File: src/rtl/naneye_tx_pkg.sv
// Shared types and word-format constants for the NanEye 2D serial transmitter.
package naneye_tx_pkg;

   // Link state: idle, frame-sync violation, line-sync zeros, pixel word.
   typedef enum logic [1:0] {
      ST_IDLE  = 2'd0,
      ST_FSYNC = 2'd1,
      ST_LSYNC = 2'd2,
      ST_WORD  = 2'd3
   } state_t;

   // 12-bit word: start bit, 10 data bits MSB first, stop bit.
   localparam logic START_BIT = 1'b1;
   localparam logic STOP_BIT  = 1'b0;
   localparam int   WORD_BITS = 12;
   localparam int   DATA_BITS = 10;

   // Manchester mapping: a '1' is sent as 1,0 and a '0' as 0,1.
   function automatic logic manchester_half(input logic bit_val, input logic second_half);
      return bit_val ^ second_half;
   endfunction

   function automatic int max_int(input int a, input int b);
      return (a > b) ? a : b;
   endfunction

endpackage

File: src/rtl/naneye_tx_tick.sv
// Half-bit tick generator: down-counter that reloads HALF_BIT_DIV-1 and
// ticks on zero. Held at reload while cleared so the first half-bit after
// a start lasts a full HALF_BIT_DIV cycles.
module naneye_tx_tick #(
   parameter int HALF_BIT_DIV = 1
) (
   input  logic CLOCK,
   input  logic RESET_N,
   input  logic i_clear,
   output logic o_tick
);

   localparam int             DW     = (HALF_BIT_DIV > 1) ? $clog2(HALF_BIT_DIV) : 1;
   localparam logic [DW-1:0]  RELOAD = DW'(HALF_BIT_DIV - 1);

   logic [DW-1:0] r_cnt;

   // Count down one half-bit period, restarting on clear or on reaching zero.
   always_ff @(posedge CLOCK or negedge RESET_N) begin
      if (!RESET_N) begin
         r_cnt <= '0;
      end else if (i_clear || (r_cnt == '0)) begin
         r_cnt <= RELOAD;
      end else begin
         r_cnt <= r_cnt - 1'b1;
      end
   end

   assign o_tick = (r_cnt == '0);

endmodule

File: src/rtl/naneye_tx_encoder.sv
// NanEye 2D link transmitter: wraps 10-bit pixels in 12-bit words,
// Manchester-encodes them and inserts frame-sync / line-sync sequences.
// The position registers describe the half-bit currently on SER_OUT; on
// each tick the next half-bit is computed and registered.
module naneye_tx_encoder #(
   parameter int ROWS         = 250,
   parameter int COLS         = 250,
   parameter int HALF_BIT_DIV = 1,
   parameter int FSYNC_BITS   = 24,
   parameter int LSYNC_BITS   = 3
) (
   input  logic       CLOCK,
   input  logic       RESET_N,
   input  logic       ENABLE,
   input  logic [9:0] PIX_DATA,
   input  logic       PIX_VALID,
   output logic       PIX_READY,
   output logic       SER_OUT,
   output logic       SER_OUT_EN,
   output logic       FRAME_START,
   output logic       LINE_START,
   output logic       UNDERRUN,
   output logic       BUSY
);

   import naneye_tx_pkg::*;

   localparam int SYNC_MAX = max_int(FSYNC_BITS, LSYNC_BITS);
   localparam int CW       = (COLS > 1)     ? $clog2(COLS)     : 1;
   localparam int RW       = (ROWS > 1)     ? $clog2(ROWS)     : 1;
   localparam int SW       = (SYNC_MAX > 1) ? $clog2(SYNC_MAX) : 1;

   localparam logic [CW-1:0] COL_LAST   = CW'(COLS - 1);
   localparam logic [RW-1:0] ROW_LAST   = RW'(ROWS - 1);
   localparam logic [SW-1:0] FSYNC_LAST = SW'(FSYNC_BITS - 1);
   localparam logic [SW-1:0] LSYNC_LAST = SW'(LSYNC_BITS - 1);
   localparam logic [3:0]    BIT_STOP   = 4'(WORD_BITS - 1);
   localparam logic [3:0]    BIT_DLAST  = 4'(WORD_BITS - 2);

   state_t          r_state,       w_state_nxt;
   logic            r_half,        w_half_nxt;
   logic [3:0]      r_bit,         w_bit_nxt;
   logic [SW-1:0]   r_sync,        w_sync_nxt;
   logic [CW-1:0]   r_col,         w_col_nxt;
   logic [RW-1:0]   r_row,         w_row_nxt;
   logic            r_cur_bit,     w_cur_bit_nxt;
   logic            r_ser_out,     w_ser_out_nxt;
   logic            r_frame_start, w_frame_start_nxt;
   logic            r_line_start,  w_line_start_nxt;
   logic            r_pix_ready,   w_pix_ready_nxt;
   logic [DATA_BITS-1:0] r_shift;

   logic w_tick;
   logic w_shift_step;
   logic w_go_fsync;
   logic w_go_lsync;
   logic w_go_word;
   logic w_go_idle;

   naneye_tx_tick #(
      .HALF_BIT_DIV (HALF_BIT_DIV)
   ) u_tick (
      .CLOCK   (CLOCK),
      .RESET_N (RESET_N),
      .i_clear (r_state == ST_IDLE),
      .o_tick  (w_tick)
   );

   // Next-state: advance one half-bit per tick, then apply entry actions.
   always_comb begin
      // NOTE: every output of this block gets a default first so no path
      // leaves a variable unassigned, which would infer a latch.
      w_state_nxt       = r_state;
      w_half_nxt        = r_half;
      w_bit_nxt         = r_bit;
      w_sync_nxt        = r_sync;
      w_col_nxt         = r_col;
      w_row_nxt         = r_row;
      w_cur_bit_nxt     = r_cur_bit;
      w_ser_out_nxt     = r_ser_out;
      w_frame_start_nxt = 1'b0;
      w_line_start_nxt  = 1'b0;
      w_pix_ready_nxt   = 1'b0;
      w_shift_step      = 1'b0;
      w_go_fsync        = 1'b0;
      w_go_lsync        = 1'b0;
      w_go_word         = 1'b0;
      w_go_idle         = 1'b0;

      unique case (r_state)
         ST_IDLE: begin
            w_go_fsync = ENABLE;
         end
         ST_FSYNC: begin
            if (w_tick) begin
               if (!r_half) begin
                  // Frame sync is a deliberate violation: the line stays high.
                  w_half_nxt    = 1'b1;
                  w_ser_out_nxt = 1'b1;
               end else if (r_sync == FSYNC_LAST) begin
                  w_go_lsync = 1'b1;
               end else begin
                  w_sync_nxt    = r_sync + 1'b1;
                  w_half_nxt    = 1'b0;
                  w_ser_out_nxt = 1'b1;
               end
            end
         end
         ST_LSYNC: begin
            if (w_tick) begin
               if (!r_half) begin
                  w_half_nxt    = 1'b1;
                  w_ser_out_nxt = manchester_half(1'b0, 1'b1);
               end else if (r_sync == LSYNC_LAST) begin
                  w_go_word = 1'b1;
               end else begin
                  w_sync_nxt    = r_sync + 1'b1;
                  w_half_nxt    = 1'b0;
                  w_ser_out_nxt = manchester_half(1'b0, 1'b0);
               end
            end
         end
         ST_WORD: begin
            if (w_tick) begin
               if (!r_half) begin
                  w_half_nxt    = 1'b1;
                  w_ser_out_nxt = manchester_half(r_cur_bit, 1'b1);
               end else if (r_bit != BIT_STOP) begin
                  w_bit_nxt  = r_bit + 4'd1;
                  w_half_nxt = 1'b0;
                  if (r_bit == BIT_DLAST) begin
                     w_cur_bit_nxt = STOP_BIT;
                  end else begin
                     w_cur_bit_nxt = r_shift[DATA_BITS-1];
                     w_shift_step  = 1'b1;
                  end
                  w_ser_out_nxt = manchester_half(w_cur_bit_nxt, 1'b0);
               end else if (r_col != COL_LAST) begin
                  w_col_nxt = r_col + 1'b1;
                  w_go_word = 1'b1;
               end else begin
                  w_col_nxt = '0;
                  if (r_row != ROW_LAST) begin
                     w_row_nxt  = r_row + 1'b1;
                     w_go_lsync = 1'b1;
                  end else begin
                     // Last word of the frame: chain straight into the next
                     // frame sync with no gap, or stop if disabled.
                     w_row_nxt  = '0;
                     w_go_fsync = ENABLE;
                     w_go_idle  = !ENABLE;
                  end
               end
            end
         end
      endcase

      if (w_go_fsync) begin
         w_state_nxt       = ST_FSYNC;
         w_half_nxt        = 1'b0;
         w_sync_nxt        = '0;
         w_ser_out_nxt     = 1'b1;
         w_frame_start_nxt = 1'b1;
      end
      if (w_go_lsync) begin
         w_state_nxt      = ST_LSYNC;
         w_half_nxt       = 1'b0;
         w_sync_nxt       = '0;
         w_ser_out_nxt    = manchester_half(1'b0, 1'b0);
         w_line_start_nxt = 1'b1;
      end
      if (w_go_word) begin
         w_state_nxt     = ST_WORD;
         w_half_nxt      = 1'b0;
         w_sync_nxt      = '0;
         w_bit_nxt       = 4'd0;
         w_cur_bit_nxt   = START_BIT;
         w_ser_out_nxt   = manchester_half(START_BIT, 1'b0);
         w_pix_ready_nxt = 1'b1;
      end
      if (w_go_idle) begin
         w_state_nxt   = ST_IDLE;
         w_half_nxt    = 1'b0;
         w_ser_out_nxt = 1'b0;
      end
   end

   // State, position counters and registered serial outputs.
   always_ff @(posedge CLOCK or negedge RESET_N) begin
      if (!RESET_N) begin
         r_state       <= ST_IDLE;
         r_half        <= 1'b0;
         r_bit         <= 4'd0;
         r_sync        <= '0;
         r_col         <= '0;
         r_row         <= '0;
         r_cur_bit     <= 1'b0;
         r_ser_out     <= 1'b0;
         r_frame_start <= 1'b0;
         r_line_start  <= 1'b0;
         r_pix_ready   <= 1'b0;
      end else begin
         // NOTE: non-blocking assignments so every register samples the
         // values from before this edge, independent of statement order.
         r_state       <= w_state_nxt;
         r_half        <= w_half_nxt;
         r_bit         <= w_bit_nxt;
         r_sync        <= w_sync_nxt;
         r_col         <= w_col_nxt;
         r_row         <= w_row_nxt;
         r_cur_bit     <= w_cur_bit_nxt;
         r_ser_out     <= w_ser_out_nxt;
         r_frame_start <= w_frame_start_nxt;
         r_line_start  <= w_line_start_nxt;
         r_pix_ready   <= w_pix_ready_nxt;
      end
   end

   // Pixel shift register: loaded at the end of the PIX_READY cycle (zero on
   // underrun), then shifted MSB-first as each data bit begins.
   always_ff @(posedge CLOCK or negedge RESET_N) begin
      if (!RESET_N) begin
         r_shift <= '0;
      end else if (r_pix_ready) begin
         r_shift <= PIX_VALID ? PIX_DATA : '0;
      end else if (w_shift_step) begin
         r_shift <= {r_shift[DATA_BITS-2:0], 1'b0};
      end
   end

   assign PIX_READY   = r_pix_ready;
   assign UNDERRUN    = r_pix_ready & ~PIX_VALID;
   assign SER_OUT     = r_ser_out;
   assign FRAME_START = r_frame_start;
   assign LINE_START  = r_line_start;
   assign BUSY        = (r_state != ST_IDLE);
   assign SER_OUT_EN  = (r_state != ST_IDLE);

endmodule

File: config.mk
export PLATFORM = sky130hd
export DESIGN_NAME = naneye_tx_encoder
export DESIGN_NICKNAME = d
export VERILOG_FILES = /design/src/rtl/naneye_tx_pkg.sv /design/src/rtl/naneye_tx_tick.sv /design/src/rtl/naneye_tx_encoder.sv
export SDC_FILE = /design/constraint.sdc
export NUM_CORES = 1
export LEC_CHECK = 0
export CAP_MARGIN = 25
export CORE_MARGIN = 4
export CORE_UTILIZATION = 52
export DETAILED_ROUTE_END_ITERATION = 6
export HOLD_SLACK_MARGIN = 0.02
export PLACE_DENSITY = 0.73
export SLEW_MARGIN = 30
export SYNTH_ARGS = -nofsm -noshare
export SYNTH_HDL_FRONTEND = slang
export SYNTH_SLANG_ARGS = --single-unit
File: constraint.sdc
create_clock -name CLOCK -period 2.7 [get_ports CLOCK]
set_input_delay 0.54 -clock CLOCK [delete_from_list [all_inputs] [get_ports CLOCK]]
set_output_delay 0.54 -clock CLOCK [all_outputs]
set_load 0.03 [all_outputs]
* Yosys cells after proc, flatten, opt, wreduce, memory -nomap -nowiden *
Index checks and enable logic that the tools add are counted.
W data, S select, Z words.

cells by class
  $add $sub $neg = 5
  eq/ne operators = 22
  multiplexer cells = 93
  bitwise gates (word level) = 6
  reduce and logical (&&, ||, !) cells = 17

operators with widths
  kind                   count
  $mux W1                64
  $mux W5                9
  $mux W10               3
  $ne A5 B5 Y1 const B   6
  $ne A7 B7 Y1 const B   3
  $mux W4                5
  $ne A6 B6 Y1 const B   3
  $add A8 B1 Y8 const B  2
  $mux W8                2
  $ne A8 B8 Y1 const B   2
  $reduce_and A7 Y1      2
  $reduce_and A4 Y1      3
  $pmux W5 S2            1
  $reduce_bool A2 Y1     5
  $mux W2                4
  $reduce_bool A7 Y1     1
  $pmux W1 S2            3
  $pmux W1 S3            2
  $add A5 B1 Y5 const B  1
  $eq A5 B2 Y1 const B   1
  $eq A5 B5 Y1 const B   1
  $not A1 Y1             5
  $reduce_and A5 Y1      1
  $reduce_bool A5 Y1     1
  other kinds (12)       13

storage, ports and cells
  flip-flop bits (word level) = 44
  bits of input ports = 14
  output and inout port bits = 7
  logic and storage cells = 156

* Logic depth before layout (Yosys ltp) *
  word-level depth = 11
  gate-level depth with buffers = 10
  depth with buffers taken out = 9

* By module *
A second synthesis with hierarchy kept.

second synthesis, totals
  cell total of the unflattened synthesis = 257
  area, all modules = 2,491.1 µm²

modules (own cells, without submodules)
  module             times used  cells an instance  area an instance (µm²)  sequential area each (µm²)
  naneye_tx_encoder  1           254                2,458.6                 1,076.0
  naneye_tx_tick     1           3                  32.5                    25.0

* Worst setup path after synthesis *
OpenSTA, ideal clock, no wires.

  path kind = register to register
  start = register r_state[0]
  end = register r_ser_out, in the netlist SER_OUT
  setup time = 0.128 ns
  data arrival time = 1.891 ns
  data required time = 2.572 ns
  path slack = 0.681 ns
  cell stages (with the launch flop) = 10
  buffers on the path = 0
  period minus slack after synthesis = 2.019 ns
  cell sequence = dfrtp_1 -> ha_1 -> nand3b_4 -> nor2_2 -> o21ai_1 -> and2_1 -> inv_2 -> nor4_1 -> a211oi_1 -> mux2_1

between the ends
  elaborated cells on any way between the ends = 21
  those cells by class = eq/ne: 9; mux: 9; reduce/logical: 3

RTL lines
  element                                                               line                      source
  start: declaration                                                    naneye_tx_encoder.sv:40   state_t r_state, w_state_nxt;
  start signal: assignment                                              naneye_tx_encoder.sv:205  r_state <= w_state_nxt;
  $eq A2 B2 Y1                                                          naneye_tx_encoder.sv:90   unique case (r_state)
  $pmux W1 S2 *                                                         naneye_tx_encoder.sv:90
  net w_go_word                                                         naneye_tx_encoder.sv:57   logic w_go_word;
  $ne A7 B7 Y1 (no source line) (tied with other cells)                 n/a
  $reduce_and A7 Y1 (no source line) / $mux W1 (equally long branches)  n/a
  end signal: assignment                                                naneye_tx_encoder.sv:212  r_ser_out <= w_ser_out_nxt;
  end: declaration                                                      naneye_tx_encoder.sv:47   logic r_ser_out, w_ser_out_nxt;

Mark *: on every way through the listed nets, which the timed path passes. The rest lies on a longest branch.
A chain may end at the register's enable or synchronous reset.

* Worst setup path after layout *
  start = register r_state[1]
  end = output port BUSY

between the ends
  longest elaborated chain between the ends = 1

RTL lines
  element             line                      source
  $reduce_bool A2 Y1  naneye_tx_encoder.sv:236  assign BUSY = (r_state != ST_IDLE);
  end: declaration    naneye_tx_encoder.sv:23   output logic BUSY

No other way between the ends.

==> results_tabular.tex <==
\begin{tabular}{lr}
\hline
Metric & Value \\
\hline
\multicolumn{2}{l}{\textbf{Outcome}} \\
\quad Result of the run & complete, no violations \\
\multicolumn{2}{l}{\textbf{Die}} \\
\quad Number of primary I/O pins & 21 \\
\quad X dimension of the die & 77.6 µm \\
\quad Die height & between 70 and 80 µm \\
\quad Initial Util & between 50\% and 60\% \\
\quad Placement row count & 25 \\
\quad Placeable core region & 4690 µm² \\
\quad Die Area & between 6000 and 7000 µm² \\
\multicolumn{2}{l}{\textbf{Synthesis}} \\
\quad Most used standard cell by instance count after synthesis & sky130\_fd\_sc\_hd\_\_dfrtp\_1 \\
\quad Synth warn & 0 \\
\quad Simple logic cell fraction of the synthesized area & a little over a quarter \\
\quad Post-Syn Nets & 294 \\
\quad Adder-cell share of the synthesized area & 6.96\% \\
\quad Cell accounting for the most synthesized area & sky130\_fd\_sc\_hd\_\_dfrtp\_1 \\
\quad Syn Inst Count & 266 \\
\quad Top cells by area in the synthesized netlist & sky130\_fd\_sc\_hd\_\_dfrtp\_1 44\%, sky130\_fd\_sc\_hd\_\_ha\_1 7.0\%, sky130\_fd\_sc\_hd\_\_nand2\_1 5.1\% \\
\quad EDFF count, synth & 0 \\
\quad Most frequent cells after synthesis & 44 x sky130\_fd\_sc\_hd\_\_dfrtp\_1, 34 x sky130\_fd\_sc\_hd\_\_nand2\_1, 24 x sky130\_fd\_sc\_hd\_\_o21ai\_0, 21 x sky130\_fd\_sc\_hd\_\_nor2\_1, 17 x sky130\_fd\_sc\_hd\_\_a21oi\_1 \\
\quad Primary flip-flop cell chosen by synthesis mapping & sky130\_fd\_sc\_hd\_\_dfrtp\_1 \\
\quad Share of synthesized flip-flops with an asynchronous set or reset & 100\% \\
\quad Xor-xnor portion of the synthesized cell area & $\sim$2.8\% \\
\quad Synth Area in Compound Gates & between 10\% and 20\% \\
\quad Area share of the leading cell type in the synthesized netlist & a little over two fifths \\
\quad Post-synthesis instance area & about 2500 µm² \\
\quad Main combinational cell family by area after synthesis & simple AND/OR/NAND/NOR gates \\
\quad Multiplexer share of the synthesized area & 1.24\% \\
\quad \#FFs+latches synth & 44 \\
\quad Register area share after synthesis & a little over two fifths \\
\quad Avg Synthesized Cell Area & around 9.5 µm² \\
\quad Unique masters post-synth & between 50 and 60 \\
\multicolumn{2}{l}{\textbf{Drt}} \\
\quad Average routed wire per standard cell & roughly 13 µm \\
\quad Number of vias after detailed routing & about 1900 \\
\quad Residual antenna-violating net count after detailed routing & 0 \\
\quad Post-detailed-routing wire length & roughly 4600 µm \\
\quad Post-route DRC violation count & 0 \\
\quad Violation count after the first detailed-route iteration & 95 \\
\quad Number of detailed-routing iterations run before antenna repair & 4 \\
\quad DR vias/cell & 5.55 \\
\multicolumn{2}{l}{\textbf{GRT}} \\
\quad Largest net degree at the start of global routing & between 40 and 50 \\
\quad Number of global-route vias before repair & $\sim$1900 \\
\quad Global-route wire length before repair & between 8000 and 9000 µm \\
\quad Total global routing track utilization & between 10\% and 20\% \\
\quad Antenna violations before repair & 0 \\
\quad GR Overflow Total & 0 \\
\multicolumn{2}{l}{\textbf{Placed design}} \\
\quad Final estimated routing congestion in global placement & between 0.8 and 0.9 \\
\quad Count of buffers inserted at the top-level ports & 20 \\
\quad Total half-perimeter wirelength after legalization and detailed placement & around 3400 µm \\
\quad Placed cell count & 336 \\
\multicolumn{2}{l}{\textbf{Setup path}} \\
\quad Class of the most critical setup path & flip-flop to output pin \\
\quad Number of cells traversed by the worst register-to-register path & 9 \\
\quad CP arrival & between 1.5 and 2 ns \\
\quad Critical Path Source Type & flip-flop \\
\quad CP required & 2.16 ns \\
\quad Reg-to-Reg Start & r\_state[0]\$\_DFFE\_PN0N\_ \\
\quad Most frequent cell on the critical path & sky130\_fd\_sc\_hd\_\_inv\_1 \\
\quad Max FO, Critical Path & 5 \\
\quad Destination of the worst register-to-register timing path & SER\_OUT\$\_DFFE\_PN0P\_ \\
\quad Number of buffer and inverter instances along the worst setup path & 3 \\
\quad R2R setup slack & roughly 0.42 ns \\
\quad Endpoint kind of the worst setup timing path & output pin \\
\quad Crit path max-delay family & buffers and inverters \\
\quad Cell count along the critical path & 4 \\
\quad Critical Path, Cell by Cell & inv\_1, ha\_1, inv\_1, clkdlybuf4s50\_1 \\
\quad Slowest cell on the critical path & sky130\_fd\_sc\_hd\_\_clkdlybuf4s50\_1 \\
\quad Slowest cell delay on critical path & roughly 0.7 ns \\
\multicolumn{2}{l}{\textbf{Cells and area}} \\
\quad Utilization of the core after routing & around three fifths \\
\quad Ant diodes & 0 \\
\quad Fraction of final layout cells sized beyond drive strength 1 & approximately a tenth \\
\quad Filler cell count & 405 \\
\quad Non-filler instance count after layout & 343 \\
\quad Area growth syn-to-layout & 14.1\% \\
\quad Layout net count & around 320 \\
\multicolumn{2}{l}{\textbf{Pwr}} \\
\quad Static leakage power & 1.38 nW \\
\quad Power per standard cell area & roughly 700 nW/µm² \\
\quad Total Power & 2.01 mW \\
\quad Worst IR Drop VDD & 0.328 mV \\
\multicolumn{2}{l}{\textbf{Clocking}} \\
\quad H-tree level count & 2 \\
\quad TritonCTS buffer count & 5 \\
\quad Worst-case clock buffer depth & 2 \\
\quad CTS tree & built \\
\quad Clock slew seen by the registers of the worst setup and hold paths & approximately 0.080 ns \\
\quad Count of instances resized after the clock tree is built & 0 \\
\quad Worst skew pair latency & 0.30 ns \\
\quad Post-CTS Setup Bufs & 0 \\
\quad Hold buffer count at CTS & 0 \\
\quad Root buffer cell & sky130\_fd\_sc\_hd\_\_clkbuf\_8 \\
\quad Clock Sinks & 44 \\
\multicolumn{2}{l}{\textbf{Flow run}} \\
\quad Number of max-cap violations & 0 \\
\multicolumn{2}{l}{\textbf{STA}} \\
\quad Fin crit period & between 2 and 2.5 ns \\
\quad Number of endpoints with negative hold slack in the final report & 0 \\
\quad Slew at the pin with the worst max-slew slack & between 0.5 and 0.6 ns \\
\quad Unrepaired setup endpoints after global routing & no \\
\quad Peak clock frequency supported by timing & 416 MHz \\
\quad Setup violators final & 0 \\
\quad Summed negative setup slack over all endpoints & 0 ns \\
\quad Post-route clock period utilization & between 80\% and 90\% \\
\quad Largest clock skew in the final design & about 0.0098 ns \\
\quad Final Max Slew Viols & 0 \\
\quad Worst slew margin relative to its limit & between 60 and 70\% \\
\multicolumn{2}{l}{\textbf{Hold path}} \\
\quad Hold WC Path Type & input port to async pin \\
\hline
\end{tabular}
## cell families after synthesis
| group | count (synthesis) |
|---|---|
| compound gates | 65 |
| flops | 44 |
| fa+ha+maj | 14 |
| simple gates | 112 |
| mux | 3 |
| xor+xnor | 8 |
| buf+inv | 19 |
| other cells | 1 |
## final cells by class
cell class,count,area (µm²),area share [%]
repair buffers,24,225,7.85
clock buffers,7,96.3,3.36
inverters,11,41.3,1.44
well taps,54,67.6,2.35
multi-input cells,203,1340,46.6
flip-flops and latches,44,1100,38.4
## worst max path at each step
stage / startpoint / end / slack (ns)
after floorplan: r_state[0]$_DFFE_PN0N_ / SER_OUT$_DFFE_PN0P_ / 0.68
after detailed placement: PIX_VALID / UNDERRUN / 0.40
after global placement: PIX_VALID / UNDERRUN / 0.41
after CTS: r_state[0]$_DFFE_PN0N_ / BUSY / 0.28
final: r_state[1]$_DFFE_PN0N_ / BUSY / 0.29
after global routing: r_state[0]$_DFFE_PN0N_ / BUSY / 0.19
## metrics by stage
| stage | setup WS (ns) | hold WS, ns | cell area (µm²) |
|---|---|---|---|
| floorplan | 0.681 | 0.244 | 2520 |
| global placement | 0.405 | 0.457 | 2770 |
| detailed placement | 0.398 | 0.464 | 2770 |
| CTS | 0.276 | 0.338 | 2870 |
| global route | 0.187 | 0.357 | 2870 |
| finish | 0.294 | 0.310 | 2870 |
## flip-flops by register name, indices dropped and copies added (netlist names), 2 cells and up
signal,flops
r_col,8
r_state,2
r_sync,5
r_bit,4
r_shift,10
r_row,8
## per-layer routing
| layer | track usage (%) | vias up | share of wire, % |
|---|---|---|---|
| li1 | - | 977 | - |
| met1 | 21.4 | 889 | 48 |
| met2 | 28.7 | 33 | 46 |
| met3 | 4.64 | 5 | 5.1 |
| met4 | 5.87 | 0 | 1.5 |
| met5 | 0 | - | 0 |
## report_power, final
| group | internal, mW | leakage, nW | total [mW] | switching [mW] |
|---|---|---|---|---|
| logic | 0.307 | 0.782 | 0.670 | 0.362 |
| registers | 0.780 | 0.549 | 0.898 | 0.118 |
| clock network | 0.228 | 0.0503 | 0.438 | 0.211 |
## placed cells by master (no fill, tap or decap), types with 4 or more instances in the layout
cell                              instances
sky130_fd_sc_hd__o21ai_0                 24
sky130_fd_sc_hd__buf_4                    4
sky130_fd_sc_hd__nand4_1                  6
sky130_fd_sc_hd__dfrtp_1                 44
sky130_fd_sc_hd__a21oi_1                 17
sky130_fd_sc_hd__clkdlybuf4s50_1         19
sky130_fd_sc_hd__and3_1                   4
sky130_fd_sc_hd__nor2b_1                 13
sky130_fd_sc_hd__a211oi_1                 4
sky130_fd_sc_hd__nor3_1                   4
sky130_fd_sc_hd__ha_1                    14
sky130_fd_sc_hd__inv_1                   10
sky130_fd_sc_hd__nand2_1                 34
sky130_fd_sc_hd__clkbuf_8                 7
sky130_fd_sc_hd__nor2_1                  21
sky130_fd_sc_hd__xor2_1                   8
sky130_fd_sc_hd__a31oi_1                  4
## worst reg2reg max path, delay by kind of cell, from the launching register on
family | cells | cell delay (ns)
flip-flops | 1 | 0.43
buffers and inverters | 1 | 0.11
multiplexers | 1 | 0.29
AO/OA/AOI/OAI | 2 | 0.26
AND/OR/NAND/NOR | 4 | 0.78
adder cells (fa/ha/maj) | 1 | 0.30
Note: power is estimated with default switching activity, not from simulation.
